## src/rtl/ex_mem.sv

```systemverilog
`default_nettype none
// ============================================================================
// Module   : ex_mem
// Purpose  : EX -> MEM pipeline register of the 5-stage MIPS32 core.
//            Captures execute-stage results (GPR write, HI/LO write, load/store
//            opcode, address, store data). When EX is stalled but MEM is free,
//            a bubble is sent to MEM. The MADD/MSUB partial product and step
//            count are held here and fed back to EX on the following cycle.
// Ports    : clk, rst (async, active-low), stall[5:0] (bit3 = EX, bit4 = MEM),
//            flush, ex_* inputs -> mem_* registered outputs, mem_valid,
//            hilo_i/count_i -> hilo_o/count_o feedback.
// Option   : `define EX_MEM_BUBBLE_CNT_EN adds bubble_cnt_clr input and a
//            32-bit saturating bubble_cnt output.
// Revision : 1.0 - initial release
// ============================================================================
module ex_mem #(
  parameter int ALUOP_W = 8,
  parameter int REG_W   = 32,
  parameter int RADDR_W = 5
) (
  input  logic                 clk,
  input  logic                 rst,
  input  logic [5:0]           stall,
  input  logic                 flush,
  input  logic                 ex_writeReg,
  input  logic [RADDR_W-1:0]   ex_writeAddr,
  input  logic [REG_W-1:0]     ex_writeData,
  input  logic                 ex_wHiLo,
  input  logic [REG_W-1:0]     ex_hiData,
  input  logic [REG_W-1:0]     ex_loData,
  input  logic [ALUOP_W-1:0]   ex_aluOp,
  input  logic [REG_W-1:0]     ex_mem_addr,
  input  logic [REG_W-1:0]     ex_opNum2,
  input  logic [2*REG_W-1:0]   hilo_i,
  input  logic [1:0]           count_i,
`ifdef EX_MEM_BUBBLE_CNT_EN
  input  logic                 bubble_cnt_clr,
  output logic [31:0]          bubble_cnt,
`endif
  output logic                 mem_writeReg,
  output logic [RADDR_W-1:0]   mem_writeAddr,
  output logic [REG_W-1:0]     mem_writeData,
  output logic                 mem_wHiLo,
  output logic [REG_W-1:0]     mem_hiData,
  output logic [REG_W-1:0]     mem_loData,
  output logic [ALUOP_W-1:0]   mem_aluOp,
  output logic [REG_W-1:0]     mem_mem_addr,
  output logic [REG_W-1:0]     mem_opNum2,
  output logic [2*REG_W-1:0]   hilo_o,
  output logic [1:0]           count_o,
  output logic                 mem_valid
);

  // Only the EX and MEM stall bits matter to this stage.
  logic unused_stall_bits;
  assign unused_stall_bits = ^{stall[5], stall[2:0]};

  logic load_bubble;  // flush, or EX stalled while MEM is free
  logic load_ex;      // EX advancing and not flushed
  logic keep_madd;    // bubble caused by an EX stall: keep partial product

  always_comb begin
    load_bubble = flush | (stall[3] & ~stall[4]);
    load_ex     = ~flush & ~stall[3];
    keep_madd   = ~flush & stall[3] & ~stall[4];
  end

  // MEM slot. Bubbles clear every field so no stale enable reaches MEM.
  always_ff @(posedge clk or negedge rst) begin
    if (!rst) begin
      mem_writeReg  <= 1'b0;
      mem_writeAddr <= '0;
      mem_writeData <= '0;
      mem_wHiLo     <= 1'b0;
      mem_hiData    <= '0;
      mem_loData    <= '0;
      mem_aluOp     <= '0;
      mem_mem_addr  <= '0;
      mem_opNum2    <= '0;
      mem_valid     <= 1'b0;
    end else if (load_bubble) begin
      mem_writeReg  <= 1'b0;
      mem_writeAddr <= '0;
      mem_writeData <= '0;
      mem_wHiLo     <= 1'b0;
      mem_hiData    <= '0;
      mem_loData    <= '0;
      mem_aluOp     <= '0;
      mem_mem_addr  <= '0;
      mem_opNum2    <= '0;
      mem_valid     <= 1'b0;
    end else if (load_ex) begin
      mem_writeReg  <= ex_writeReg;
      mem_writeAddr <= ex_writeAddr;
      mem_writeData <= ex_writeData;
      mem_wHiLo     <= ex_wHiLo;
      mem_hiData    <= ex_hiData;
      mem_loData    <= ex_loData;
      mem_aluOp     <= ex_aluOp;
      mem_mem_addr  <= ex_mem_addr;
      mem_opNum2    <= ex_opNum2;
      mem_valid     <= 1'b1;
    end
    // EX and MEM both stalled: hold.
  end

  // MADD/MSUB feedback: kept only across an EX stall, cleared once EX
  // advances or the slot is flushed.
  always_ff @(posedge clk or negedge rst) begin
    if (!rst) begin
      hilo_o  <= '0;
      count_o <= 2'b00;
    end else if (keep_madd) begin
      hilo_o  <= hilo_i;
      count_o <= count_i;
    end else if (flush | load_ex) begin
      hilo_o  <= '0;
      count_o <= 2'b00;
    end
  end

`ifdef EX_MEM_BUBBLE_CNT_EN
  // Saturating count of edges that inserted a bubble; clear beats increment.
  always_ff @(posedge clk or negedge rst) begin
    if (!rst) begin
      bubble_cnt <= 32'd0;
    end else if (bubble_cnt_clr) begin
      bubble_cnt <= 32'd0;
    end else if (load_bubble && (bubble_cnt != 32'hFFFF_FFFF)) begin
      bubble_cnt <= bubble_cnt + 32'd1;
    end
  end
`else
`endif

endmodule
`default_nettype wire

```

## config.mk

```make
export PLATFORM = sky130hd
export DESIGN_NAME = ex_mem
export DESIGN_NICKNAME = d
export VERILOG_FILES = /design/src/rtl/ex_mem.sv
export SDC_FILE = /design/constraint.sdc
export NUM_CORES = 1
export LEC_CHECK = 0
export CORE_ASPECT_RATIO = 1.75
export CORE_MARGIN = 5
export CORE_UTILIZATION = 25
export DETAILED_ROUTE_END_ITERATION = 8
export GPL_ROUTABILITY_DRIVEN = 0
export PLACE_DENSITY = 0.55
export SKIP_CTS_REPAIR_TIMING = 1
export SYNTH_ARGS = -nofsm -noshare
export SYNTH_HDL_FRONTEND = slang
export SYNTH_SLANG_ARGS = --single-unit
export TNS_END_PERCENT = 100
```

## constraint.sdc

```tcl
create_clock -name clk -period 0.8 [get_ports clk]
set_input_delay 0.08 -clock clk [delete_from_list [all_inputs] [get_ports clk]]
set_output_delay 0.08 -clock clk [all_outputs]
set_load 0.02 [all_outputs]
```

==> results.md, run 1 <==
* Slew of the pin with the lowest slew margin at 1.187 ns
* Launch point of the worst hold path: stall[3]
* Share of cell area taken by muxes after synthesis at 0.06439
* 1st-iter DRT viols at between 400 and 500
* Total power at approximately 0.031 W
* Average instance area after synthesis at around 11 um^2
* Count of H-tree levels built during CTS at 1
* Vias at 9623
* Sequential power share at 0.422
* Sequential element share of the synthesized area at 0.5902
* CP bufs+invs at 1
* HPWL reported at the end of detailed placement at approximately 30 mm
* Average wire per cell in the routed design at ~19 um
* Total of warnings raised by yosys at 0
* Antenna-violating nets left at 0
* Result of the run: finished with violations
* Launching point of the worst reg2reg path: mem_writeData[31]$_DFFE_PN0P_
* TritonRoute pass-1 iters at 5
* Worst path setup slack after routing at -0.4182 ns
* Initial antenna violation count at 5
* Final hold violation count at 1
* I/O pin cnt at around 500
* Total Routed Length at roughly 41 mm
* Netlist Area Pre-Place at slightly above 0.01 mm^2
* Cell Pwr Density at 1684 mW/mm^2
* Max Fanout on Critical Path at 2
* Layout Cells excl Fill at between 2000 and 2500
* Ordered cell list for the critical path: buf_6
* Synth top area cells: sky130_fd_sc_hd__dfrtp_1 (59%), sky130_fd_sc_hd__nand2b_1 (10%), sky130_fd_sc_hd__a21oi_1 (8.1%)
* Arithmetic-cell share of the synthesized area counting full adders, half adders and majority gates at 0
* Synthesized-area fraction occupied by xor and xnor cells at 0
* Bufs on Longest Clock Path at 3
* Worst min-delay path category: in2reg
* Placeable Area at about 0.041 mm^2
* Post-synthesis cell type count at 15
* Family with the most delay on the worst path: flip-flops
* Worst-skew pair later-pin latency at about 0.55 ns
* Number of cell instances on the worst register-to-register path at 3
* TritonCTS clock tree: yes
* Worst Hold Path EP: mem_writeData[17]$_DFFE_PN0P_
* Switching part of the total at 0.2645
* GRT Util Overall at 0.1688
* Num Clock Sinks at ~240
* Final setup vio count at 303
* Cell area after placement at 0.01685 mm^2
* Portion of total power attributed to the clock network at 0.389
* Comb pwr share at 0.189
* Minimum clock period after layout at ~1.2 ns
* Effective utilization at floorplan at 0.2520
* Biggest area consumer among synthesized cells: sky130_fd_sc_hd__dfrtp_1
* Required @ worst endpoint at between 0.7 and 0.8 ns
* Syn Nets at roughly 1200
* Internal power of the cells at about 0.023 W
* Congestion Overflow GR at 0
* Die Footprint at 0.04535 mm^2
* Port buffer count at between 400 and 500
* Worst max-slew margin expressed relative to the limit at 0.2072
* Nets at roughly 1900
* Average via count per standard cell at about 4.4
* Final Hold Slack at -0.003352 ns
* Critical register-to-register path endpoint: mem_writeData[31]$_DFFE_PN0P_
* Cells after synthesis at between 900 and 1000
* Fraction of layout cells with a size suffix above 1 at 0.3303
* Simple-gate share of the synthesized area at 0.2079
* Number of max-slew violations in the final report at 0
* Largest net degree at the start of global routing at 80
* Clock slew seen by the registers of the worst setup and hold paths at approximately 0.06 ns
* Global-route wire length before repair at ~60 mm
* Cell Count Post-Placement at approximately 2100
* Die extent in y at between 200 and 300 um
* Number of cells on the worst hold path at 4
* Critical path launch point type: register
* CP Class: reg2out
* Data arrival time at the worst-slack endpoint at between 1 and 1.5 ns
* Worst Setup End Kind: primary output
* Flops & latches, synth at approximately 240
* FP Rows at 98
* Maximum clock frequency at slightly above 0.8 GHz
* Worst Clk Skew at 0 ns
* Synth top area share at 0.5902
* Total clock buffers created by CTS at 26
* Switching power at between 0.008 and 0.009 W
* Main combinational cell family by area after synthesis: simple AND/OR/NAND/NOR gates
* Failing checks: hold timing, setup timing
* Critical-path top delay cell: sky130_fd_sc_hd__dfrtp_1
* R2r setup slk at -0.19 ns
* Crit-path max cell delay at about 0.44 ns
* Final Cell Area at ~0.018 mm^2
* Area fraction in compound gates after synthesis at 0.09073
* Remaining DRCs at 0
* Setup repair after global routing missed its margin: yes
* Via count of the first global-routing pass at around 9700
* Pleak at ~8.5 nW
* Max IR drop VDD at between 0.0015 and 0.002 V
* Relative area change from synthesis to final layout at 79.90%
* Root Driver: sky130_fd_sc_hd__clkbuf_16
* Count of maximum capacitance violations at 0
* Overall die width at about 160 um
* Final period util at 1.523
## area by class of cell
type / instances / area [um^2]
multi-input cells: 642 / 3968
clock buffers: 40 / 763.2
fillers: 3885 / 22250
diodes: 5 / 12.51
repair buffers: 708 / 6897
well taps: 550 / 688.2
clock inverters: 6 / 73.82
flip-flops and latches: 242 / 6056
## power groups by stage
| stage | Clock, W | Sequential, W | Combinational, W |
|---|---|---|---|
| global route | 0.0130 | 0.0132 | 0.00631 |
| global placement | 0 | 0.0133 | 0.00565 |
| detailed placement | 0 | 0.0133 | 0.00567 |
| CTS | 0.0126 | 0.0130 | 0.00570 |
| floorplan | 0 | 0.0139 | 0.00157 |
| finish | 0.0121 | 0.0131 | 0.00588 |
## through the flow
stage | util | setup TNS [ns] | setup slack (ns) | hold slack, ns
6_report | 0.4534 | -91.59 | -0.4182 | -0.003352
5_1_grt | 0.4533 | -106.62 | -0.4618 | 0.001360
4_1_cts | 0.4345 | -194.86 | -0.9535 | -0.6999
3_5_place_dp | 0.4139 | -109.61 | -0.7125 | -0.1002
3_3_place_gp | 0.4139 | -107.34 | -0.6996 | -0.1004
2_1_floorplan | - | -3.503 | -0.02871 | -0.2156
## flip-flops by register name, indices dropped and copies added (netlist names)
register       count
mem_opNum2        32
mem_writeData     32
hilo_o            64
mem_loData        32
mem_mem_addr      32
mem_writeAddr      5
mem_writeReg       1
count_o            2
mem_hiData        32
mem_valid          1
mem_wHiLo          1
mem_aluOp          8
## how the worst max path moves through the flow
| stage | start | end | slack (ns) | cells past startpoint |
|---|---|---|---|---|
| 2_1_floorplan | flush | hilo_o[23]$_DFFE_PN0P_ | -0.03 | 5 |
| 3_3_place_gp | stall[3] | mem_loData[31]$_DFFE_PN0P_ | -0.70 | 3 |
| 3_5_place_dp | stall[3] | mem_writeReg$_DFFE_PN0P_ | -0.71 | 3 |
| 4_1_cts | mem_writeData[14]$_DFFE_PN0P_ | mem_writeData[14] | -0.95 | 1 |
| 5_1_grt | mem_writeData[14]$_DFFE_PN0P_ | mem_writeData[14] | -0.46 | 1 |
| 6_report | mem_opNum2[1]$_DFFE_PN0P_ | mem_opNum2[1] | -0.42 | 1 |
## cell usage in the layout (no fill, tap or decap), types with 6 or more instances in the layout
cell,count
sky130_fd_sc_hd__clkbuf_16,26
sky130_fd_sc_hd__clkbuf_8,6
sky130_fd_sc_hd__dfrtp_1,242
sky130_fd_sc_hd__clkdlybuf4s50_1,241
sky130_fd_sc_hd__buf_4,192
sky130_fd_sc_hd__a21oi_1,166
sky130_fd_sc_hd__nand3_2,47
sky130_fd_sc_hd__nor2_1,66
sky130_fd_sc_hd__mux2i_1,66
sky130_fd_sc_hd__buf_2,20
sky130_fd_sc_hd__a32o_1,10
sky130_fd_sc_hd__buf_6,196
sky130_fd_sc_hd__clkbuf_1,8
sky130_fd_sc_hd__nand2b_1,165
sky130_fd_sc_hd__nand3_1,118
sky130_fd_sc_hd__clkbuf_2,20
sky130_fd_sc_hd__buf_12,23
sky130_fd_sc_hd__dlygate4sd3_1,13
## layer usage
layer  vias to the layer above  part of all wire  global-route usage
met5                         -                 0                   0
met4                         0             0.036             0.06307
met3                        64             0.068             0.03823
met2                       343              0.53              0.3037
met1                      4610              0.37              0.1937
li1                       4606                 -                   -
## cell usage after synthesis (all sizes together)
| cell type | instances |
|---|---|
| buf | 62 |
| nand3 | 165 |
| nand2b | 166 |
| nand2 | 1 |
| a32o | 10 |
| nor2 | 67 |
| nor2b | 1 |
| clkbuf | 29 |
| mux2i | 66 |
| dfrtp | 242 |
| a21oi | 166 |
## worst reg2reg max path: stages (launching register included)
cell	delay (ns)
sky130_fd_sc_hd__dfrtp_1	0.40
sky130_fd_sc_hd__buf_4	0.14
sky130_fd_sc_hd__buf_4	0.12
sky130_fd_sc_hd__a32o_1	0.22
## cell families (layout without fill, tap and decap cells)
| logic type | after synthesis | in the layout |
|---|---|---|
| buffers and inverters | 91 | 754 |
| and+or+nand+nor | 400 | 400 |
| muxes | 66 | 66 |
| other | 0 | 5 |
| AOI/OAI and AO/OA | 176 | 176 |
| DFF | 242 | 242 |
(Power assumes the default switching activity.)
==> run 2, diff against run 1 <==
==> constraint.sdc (replaced) <==
create_clock -name clk -period 1.07 [get_ports clk]
set_input_delay 0.107 -clock clk [delete_from_list [all_inputs] [get_ports clk]]
set_output_delay 0.107 -clock clk [all_outputs]
set_load 0.02 [all_outputs]
==> run 2 against run 1 <==
Against the previous run: the flow still finishes with violations (hold timing, setup timing); clock skew unchanged; via count decreased by 2.2%; wire length increased by 0.98%; power decreased by 26%; sequential power decreased by 25%; critical path type unchanged; critical endpoint is now hilo_o[16]; largest cell class unchanged.
==> results.md, run 2 (synthesis results as in run 1) <==
* Worst min-delay path category: in2reg (unchanged)
* Leading cell type in the layout, fill and taps excluded: sky130_fd_sc_hd__buf_6 (was sky130_fd_sc_hd__dfrtp_1)
* Relative area change from synthesis to final layout at 74.34% (was 79.90%)
* Total Routed Length at 41.24 mm (was 40.84 mm)
* Congestion Overflow GR at 0 (unchanged)
* Via count of the first global-routing pass at 9478 (was 9653)
* Worst-skew pair later-pin latency at 0.54 ns (was 0.55 ns)
* Failing checks: hold timing, setup timing (unchanged)
* Initial antenna violation count at 10 (was 5)
* Cell area after placement at 0.01595 mm^2 (was 0.01685 mm^2)
* Antenna-violating nets left at 0 (unchanged)
* Final period util at 1.137
* CP bufs+invs at 1 (unchanged)
* Most flops, register: hilo_o (unchanged)
* Maximum clock frequency at 0.8223 GHz
* Die Footprint at 0.04535 mm^2 (unchanged)
* Family with the most delay on the worst path: flip-flops (unchanged)
* Final setup vio count at 242 (was 303)
* Cell Count Post-Placement at 1980 (was 2058)
* Worst path setup slack after routing at -0.1461 ns (was -0.4182 ns)
* Total power at 0.02296 W (was 0.03109 W)
* Critical path launch point type: register (unchanged)
* Overall die width at 163.1 um (unchanged)
* Required @ worst endpoint at 0.96 ns (was 0.72 ns)
* Port buffer count at 487 (unchanged)
* Minimum clock period after layout at approximately 1.2 ns
* Launching point of the worst reg2reg path: mem_writeData[31]$_DFFE_PN0P_ (unchanged)
* Ordered cell list for the critical path: buf_6 (unchanged)
* I/O pin cnt at 492 (unchanged)
* Final design utilization at 0.4394 (was 0.4534)
* Clock slew seen by the registers of the worst setup and hold paths at 0.06 ns (about the same)
* Layout Cells excl Fill at 2127 (was 2193)
* Die extent in y at 278.0 um (unchanged)
* Result of the run: finished with violations (unchanged)
* Switching power at 0.006066 W (was 0.008222 W)
* HPWL reported at the end of detailed placement at 29.29 mm (was 29.89 mm)
* GRT Util Overall at 0.1692 (was 0.1688)
* Fraction of layout cells with a size suffix above 1 at 0.2776 (was 0.3303)
* Launch point of the worst hold path: flush (was stall[3])
* Commonest cells after routing, fill and taps aside: sky130_fd_sc_hd__buf_6 (243), sky130_fd_sc_hd__dfrtp_1 (242), sky130_fd_sc_hd__clkdlybuf4s50_1 (241) (was sky130_fd_sc_hd__dfrtp_1 (242), sky130_fd_sc_hd__clkdlybuf4s50_1 (241), sky130_fd_sc_hd__buf_6 (196))
* Flip-flop count of the largest register, all copies and words added at 64 (unchanged)
* Portion of total power attributed to the clock network at 0.388 (was 0.389)
* Crit-path max cell delay at 0.42 ns (was 0.44 ns)
* Bufs on Longest Clock Path at 3 (unchanged)
* Cell Pwr Density at 1284 mW/mm^2 (was 1684 mW/mm^2)
* Global-route wire length before repair at 59.29 mm (was 60.06 mm)
* Max Fanout on Critical Path at 2 (unchanged)
* 1st-iter DRT viols at 396 (was 440)
* Vias at 9415 (was 9623)
* Data arrival time at the worst-slack endpoint at 1.11 ns (was 1.14 ns)
* Worst max-slew margin expressed relative to the limit at 0.4329 (was 0.2072)
* Total clock buffers created by CTS at 26 (unchanged)
* Average wire per cell in the routed design at 19.39 um (was 18.62 um)
* Nets at 1799 (was 1870)
* CP Class: reg2out (unchanged)
* Worst Setup End Kind: primary output (unchanged)
* Sequential power share at 0.428 (was 0.422)
* Internal power of the cells at 0.01690 W (was 0.02287 W)
* Placeable Area at 0.04071 mm^2 (unchanged)
* TritonCTS clock tree: yes (unchanged)
* Comb pwr share at 0.184 (was 0.189)
* Remaining DRCs at 0 (unchanged)
* Worst Clk Skew at 0 ns (unchanged)
* Average via count per standard cell at 4.426 (was 4.388)
* Num Clock Sinks at 242 (unchanged)
* Switching part of the total at 0.2642 (was 0.2645)
* Final hold violation count at 4 (was 1)
* R2r setup slk at 0.09 ns (was -0.19 ns)
* Final Hold Slack at -0.007625 ns (was -0.003352 ns)
* Largest net degree at the start of global routing at 85 (was 80)
* Slew of the pin with the lowest slew margin at 0.8489 ns (was 1.187 ns)
* Pleak at 8.179 nW (was 8.508 nW)
* Count of H-tree levels built during CTS at 1 (unchanged)
* Number of max-slew violations in the final report at 0 (unchanged)
* Setup repair after global routing missed its margin: yes (unchanged)
* FP Rows at 98 (unchanged)
* TritonRoute pass-1 iters at 4 (was 5)
* Final Cell Area at 0.01789 mm^2 (was 0.01846 mm^2)
* Max IR drop VDD at 0.001119 V (was 0.001949 V)
* Critical-path top delay cell: sky130_fd_sc_hd__dfrtp_1 (unchanged)
* Launching element of the worst setup path: hilo_o[16]$_DFFE_PN0P_ (was mem_opNum2[1]$_DFFE_PN0P_)
* Effective utilization at floorplan at 0.2520 (unchanged)
* Root Driver: sky130_fd_sc_hd__clkbuf_16 (unchanged)
* Count of maximum capacitance violations at 0 (unchanged)
==> run 2: per-stage QoR <==
| step | TNS (ns) | setup WS, ns |
|---|---|---|
| detailed placement | -18.15 | -0.2272 |
| global placement | -15.72 | -0.2009 |
| global route | -38.48 | -0.2118 |
| CTS | -130.66 | -0.6604 |
| finish | -26.45 | -0.1461 |
| floorplan | 0 | 0.1285 |
==> run 2: metal layers <==
metal  track usage  part of all wire  vias up
met5             0           0.00032        -
met4       0.08222             0.042        2
met3       0.03526             0.059       77
met2        0.3039              0.54      313
met1        0.1881              0.36     4560
li1              -                 -     4463
==> run 2: path summary, 6_finish.rpt <==
kind	to	cells after the start
max in group asynchronous	hilo_o[28]$_DFFE_PN0P_	3
hold / removal	mem_writeData[14]$_DFFE_PN0P_	3
setup reg to reg	mem_writeData[31]$_DFFE_PN0P_	3
setup / recovery	hilo_o[16]	1
hold reg to reg	hilo_o[55]$_DFFE_PN0P_	2
min in group asynchronous	mem_hiData[10]$_DFFE_PN0P_	2
==> run 2: power by group through the flow <==
stage                     Sequential [W]  Combinational, W  Clock [W]
after floorplan                   0.0104           0.00107          0
after global placement           0.00989           0.00396          0
after detailed placement         0.00990           0.00398          0
after CTS                        0.00974           0.00399    0.00927
after global routing             0.00986           0.00452    0.00957
final                            0.00982           0.00423    0.00891
==> run 2: cell type report <==
cell class,instances,area (um^2)
multi-input cells,642,3727
clock inverters,9,85.08
flip-flops and latches,242,6056
clock buffers,37,742.0
diodes,10,25.02
fillers,4019,22820
repair buffers,637,6564
well taps,550,688.2
